**config.mk**
```make
export PLATFORM = sky130hd
export DESIGN_NAME = mem_stage
export DESIGN_NICKNAME = d
export VERILOG_FILES = /design/src/rtl/cpu_pkg.sv /design/src/rtl/mem_align.sv /design/src/rtl/mem_stage.sv
export SDC_FILE = /design/constraint.sdc
export NUM_CORES = 1
export LEC_CHECK = 0
export ABC_AREA = 1
export ABC_CLOCK_PERIOD_IN_PS = 4200
export CORE_AREA = 2 2 100 102
export DETAILED_ROUTE_END_ITERATION = 8
export DIE_AREA = 0 0 102 104
export HOLD_SLACK_MARGIN = 0.05
export PLACE_DENSITY = 0.82
export SLEW_MARGIN = 40
export SYNTH_ARGS = -nofsm -noshare
export SYNTH_HDL_FRONTEND = slang
export SYNTH_HIERARCHICAL = 1
export SYNTH_SLANG_ARGS = --single-unit
```
**constraint.sdc**
```tcl
create_clock -name clk -period 4.2 [get_ports clk]
set_input_delay 0.42 -clock clk [delete_from_list [all_inputs] [get_ports clk]]
set_output_delay 0.42 -clock clk [all_outputs]
set_load 0.01 [all_outputs]
```
**src/rtl/cpu_pkg.sv**
```systemverilog
// Shared pipeline definitions: RV32I load/store funct3 encodings, MEM-stage FSM states
// and the alignment rule that decides whether a data-memory access may be issued.
package cpu_pkg;

   localparam logic [2:0] F3_B  = 3'b000;
   localparam logic [2:0] F3_H  = 3'b001;
   localparam logic [2:0] F3_W  = 3'b010;
   localparam logic [2:0] F3_BU = 3'b100;
   localparam logic [2:0] F3_HU = 3'b101;

   typedef enum logic [1:0] {
      IDLE = 2'd0,
      WAIT = 2'd1,
      DONE = 2'd2
   } mem_state_t;

   function automatic logic is_misaligned(input logic [2:0] funct3, input logic [1:0] addr_lo);
      logic bad;
      bad = 1'b0;
      case (funct3)
         F3_H, F3_HU: bad = addr_lo[0];
         F3_W:        bad = (addr_lo != 2'b00);
         default:     bad = 1'b0;
      endcase
      return bad;
   endfunction

endpackage

```
**src/rtl/mem_align.sv**
```systemverilog
// Byte/halfword lane steering for the data-memory port; purely combinational.
// Stores replicate the datum across lanes with byte strobes, loads extract and extend.
module mem_align
   import cpu_pkg::*;
(
   input  logic [2:0]  funct3,
   input  logic [1:0]  addr_lo,
   input  logic [31:0] store_data,
   input  logic [31:0] rdata,
   output logic [31:0] wdata,
   output logic [3:0]  wstrb,
   output logic [31:0] load_data
);

   logic [31:0] shifted;

   assign shifted = rdata >> {addr_lo, 3'b000};

   always_comb begin
      wdata = store_data;
      wstrb = 4'b1111;
      case (funct3)
         F3_B: begin
            wdata = {4{store_data[7:0]}};
            wstrb = 4'b0001 << addr_lo;
         end
         F3_H: begin
            wdata = {2{store_data[15:0]}};
            wstrb = 4'b0011 << addr_lo;
         end
         default: ;
      endcase
   end

   always_comb begin
      load_data = rdata;
      case (funct3)
         F3_B:    load_data = {{24{shifted[7]}}, shifted[7:0]};
         F3_BU:   load_data = {24'h0, shifted[7:0]};
         F3_H:    load_data = {{16{shifted[15]}}, shifted[15:0]};
         F3_HU:   load_data = {16'h0, shifted[15:0]};
         default: load_data = rdata;
      endcase
   end

endmodule

```
**src/rtl/mem_stage.sv**
```systemverilog
// MEM stage: issues loads/stores on a req/gnt/rvalid bus; loads stall >= 2 cycles, stores stall
// only while gnt is withheld. Stall freezes the front of the pipe; misaligned accesses are dropped.
module mem_stage
   import cpu_pkg::*;
#(
   parameter int ADDR_W = 32
) (
   input  logic              clk,
   input  logic              rst,
   input  logic [31:0]       ex_aluOut,
   input  logic [31:0]       ex_storeData,
   input  logic              ex_memRead,
   input  logic              ex_memWrite,
   input  logic [2:0]        ex_funct3,
   input  logic              ex_writeReg,
   input  logic [4:0]        ex_rd,
   input  logic              ex_aluOut_WB_memOut,
   output logic              dmem_req,
   output logic              dmem_we,
   output logic [ADDR_W-1:0] dmem_addr,
   output logic [31:0]       dmem_wdata,
   output logic [3:0]        dmem_wstrb,
   input  logic              dmem_gnt,
   input  logic              dmem_rvalid,
   input  logic [31:0]       dmem_rdata,
   output logic [31:0]       me_outAlu,
   output logic [31:0]       me_outMem,
   output logic              me_writeReg,
   output logic              me_aluOut_WB_memOut,
   output logic [4:0]        me_rd,
   output logic              me_stall,
   output logic              me_misalign
);

   mem_state_t  state_q, state_d;
   logic [31:0] rdata_q;
   logic        mem_op, misal, req, stall;

   assign mem_op = ex_memRead | ex_memWrite;
   assign misal  = mem_op & is_misaligned(ex_funct3, ex_aluOut[1:0]);

   always_comb begin
      state_d = state_q;
      req     = 1'b0;
      stall   = 1'b0;
      case (state_q)
         IDLE: begin
            if (mem_op && !misal) begin
               req = 1'b1;
               if (ex_memRead) begin
                  stall = 1'b1;
                  if (dmem_gnt) state_d = WAIT;
               end else begin
                  // Store retires on its grant cycle; no FSM step needed.
                  stall = !dmem_gnt;
               end
            end
         end
         WAIT: begin
            stall = 1'b1;
            if (dmem_rvalid) state_d = DONE;
         end
         DONE:    state_d = IDLE;
         default: state_d = IDLE;
      endcase
   end

   always_ff @(posedge clk or posedge rst) begin
      if (rst) begin
         state_q <= IDLE;
         rdata_q <= '0;
      end else begin
         state_q <= state_d;
         if (state_q == WAIT && dmem_rvalid) rdata_q <= dmem_rdata;
      end
   end

   // Reset forces the bus quiet and the stage transparent regardless of held EX/MEM contents.
   assign dmem_req    = req & !rst;
   assign dmem_we     = req & ex_memWrite & !rst;
   assign me_stall    = stall & !rst;
   assign me_misalign = misal & (state_q == IDLE) & !rst;
   assign me_writeReg = ex_writeReg & !me_stall & !me_misalign & !rst;

   assign dmem_addr           = {ex_aluOut[ADDR_W-1:2], 2'b00};
   assign me_outAlu           = ex_aluOut;
   assign me_rd               = ex_rd;
   assign me_aluOut_WB_memOut = ex_aluOut_WB_memOut;

   mem_align u_align (
      .funct3     (ex_funct3),
      .addr_lo    (ex_aluOut[1:0]),
      .store_data (ex_storeData),
      .rdata      (rdata_q),
      .wdata      (dmem_wdata),
      .wstrb      (dmem_wstrb),
      .load_data  (me_outMem)
   );

endmodule

```
==> key figures <==
Clock network
  – CTS tree: yes
  – H-Tree Depth: 2
  – Postcts setup bufs: 0
  – Post-cts hold buffer count: 0
  – Root buf cell: clkbuf_8
  – Skew-Pair Late Insertion Delay: 0.28 ns
  – Worst-path clk slew: 0.06 ns
  – Total CTS buffers: 5
  – Clock Sinks: 34
  – Clk buf depth: 2
  – Post-CTS sizing: 0

Place
  – DPL Wire Length: 8.14 mm
  – IO Port Bufs: 150
  – GP Congestion: 0.844
  – Placed Area: 4150 um^2
  – Place WS: 0.651 ns

Route
  – Vias post-DR: 3317
  – Initial DRC count: 133
  – First-pass DRT Iterations: 4
  – Post-DR wirelength/cell: 15.0 um
  – DR vias/cell: 4.79
  – Routed Antenna Nets: 0
  – Drt drc: 0
  – Total Routed Length: 10.4 mm

Pwr
  – Psw: 0.579 mW
  – Switching Fraction: 36.8%
  – Reg power frac: 36.1%
  – Leakage power: 2.06 nW
  – Max VDD drop: 213 uV
  – Combinational power share: 46.3%
  – Pint: 0.993 mW
  – Clock power frac: 17.6%
  – Pwr dens: 369 nW/um^2

Critical path
  – Crit Path Class: input port to output port
  – CP max stage cell: clkdlybuf4s50_1
  – Cell mode on critical path: clkdlybuf4s50_1
  – Largest stage delay on the critical path: 0.55 ns
  – Critical path launch point type: input port
  – Worst EP arrival: 3.15 ns
  – CP required: 3.78 ns
  – Worst Setup End Kind: output port
  – Worst path cell trace: clkdlybuf4s50_1 -> nor2_2 -> inv_1 -> nor2_4 -> nand2_4 -> nand3_1 -> clkdlybuf4s50_1
  – Worst-path fanout max: 24

GRT
  – Remaining Overflow, GRT: 0
  – All-Layer GR Usage: 18.8%
  – Largest net degree at the start of global routing: 35
  – Global-route wire length before repair: 15.9 mm
  – Vias in the first global route: 3282
  – Initial antenna violation count: 0

Cells and area
  – Final Util: 44.6%
  – Ratio of cells with drive above 1 in the final layout: 5.36%
  – Nets: 671
  – Post-route cell area: 4260 um^2
  – Area growth from synthesis to layout: 32.1%
  – N_diodes: 0

STA
  – Minimum clock period: 3.57 ns
  – Worst slew pin tran: 0.654 ns
  – Count of final setup violators: 0
  – Final Hold Fails: 0
  – Unrepaired setup endpoints after global routing: no
  – Hold WS: 0.478 ns
  – Fin Setup TNS: 0 ns
  – Fin worst setup slack: 0.627 ns
  – Normalized max-slew margin: 56.3%
  – Fin crit share: 85.1%
  – Fmax: 0.280 GHz
  – Final Max Slew Viols: 0
  – Clk_skew: 0.00188 ns

Logic synthesis
  – Flops & latches, synth: 34
  – Synth area leaders: dfrtp_1 (26%), nand2_1 (24%), buf_4 (19%)
  – Synth unique cells: 23
  – Yosys warning total: 6
  – Mapped cell area: 3220 um^2
  – Syn_area_per_cell: 6.47 um^2
  – Synth top area share: 26.4%
  – Area leader, netlist: dfrtp_1
  – Register area share after synthesis: 26.4%
  – Mapped Cells: 498

Die
  – I/O pins: 255
  – Die height: 104 um
  – Initial Utilization: 33.8%
  – Die ar.: 10600 um^2
  – Row count: 36
  – Core area: 9550 um^2
  – Die X-Extent: 102 um

Worst hold path
  – Hold WC Path Type: register to register

Job
  – Max-Cap Viols: 0

Run status
  – Outcome: finished, final reports clean
[worst paths after layout]
check / from / to / slack [ns] / cells after the start
setup / recovery: ex_funct3[2] / me_outMem[11] / 0.63 / 7
hold / removal: rdata_q[4] / rdata_q[4] / 0.48 / 2
setup reg to reg: state_q[1] / rdata_q[23] / 2.76 / 6
hold reg to reg: rdata_q[4] / rdata_q[4] / 0.48 / 2
max in group asynchronous: rst / rdata_q[11] / 3.23 / 3
min in group asynchronous: rst / state_q[0] / 0.66 / 3
[sequential cells by signal, summed over array words and instances (netlist names)]
signal and count:
rdata_q 32, state_q 2
[metrics by stage]
stage                     power, mW  instances
final                          1.57        693
after floorplan               0.981        499
after detailed placement       1.31        685
after global placement         1.29        685
after global routing           1.69        693
after CTS                      1.59        693
[synthesized netlist by cell type]
library cell  count
nor2_8            1
nor2_4            3
inv_4             2
nand3_1          62
inv_2             3
buf_2             5
inv_1            19
nor2_2            2
buf_6            11
conb_1            1
buf_4            82
nor3b_2           1
o211ai_1          6
nand2_4           2
nand4_1           2
clkbuf_1          3
nand3_2           1
nand2_1         206
o21ai_0          26
a21oi_1           9
nor2_1           14
nand2_2           3
dfrtp_1          34
[routing by layer]
metal | routed length [um] | share of wire [%] | vias to the layer above | global-route usage (%)
met2 | 5290 | 51 | 179 | 33.8
li1 | - | - | 1607 | -
met3 | 924 | 8.9 | 25 | 4.17
met1 | 3910 | 38 | 1506 | 21.3
met4 | 248 | 2.4 | 0 | 7.24
met5 | 0 | 0 | - | 0
[cell usage in the layout, fill, tap and decap left out, types with 6 or more instances in the layout]
| cell type | count |
|---|---|
| a21oi_1 | 9 |
| clkbuf_8 | 8 |
| clkdlybuf4s50_1 | 150 |
| dfrtp_1 | 34 |
| inv_1 | 19 |
| nand2_1 | 206 |
| nand3_1 | 62 |
| nor2_1 | 14 |
| o211ai_1 | 6 |
| o21ai_0 | 26 |
[cells by family (layout without fill, tap and decap cells)]
logic type / Yosys count / after routing / share of synthesized area [%]
AND/OR/NAND/NOR: 297 / 297 / 39.7
buffers and inverters: 125 / 186 / 27.0
AO/OA/AOI/OAI: 41 / 41 / 6.83
flip-flops: 34 / 34 / 26.4
other: 1 / 2 / 0.116
[critical path: cells and delay by family]
| kind | cells | cell delay [ns] |
|---|---|---|
| buf+inv | 3 | 1.48 |
| simple gates | 4 | 1.23 |
[cell type report]
cell class | instances | area [um^2]
clock buffer | 8 | 110
fill | 1004 | 5290
inverter | 24 | 95.1
multi-input combinational | 340 | 1510
sequential | 34 | 851
tap | 133 | 166
timing repair buffer | 154 | 1530
[power groups by stage]
stage                     Clock, mW  Combinational (mW)  Sequential [mW]
after floorplan                   0               0.454            0.527
after global placement            0               0.722            0.570
after detailed placement          0               0.737            0.570
after CTS                     0.286               0.740            0.566
after global routing          0.298               0.807            0.584
final                         0.277               0.729            0.567
Power figures use the tool's default switching activity.
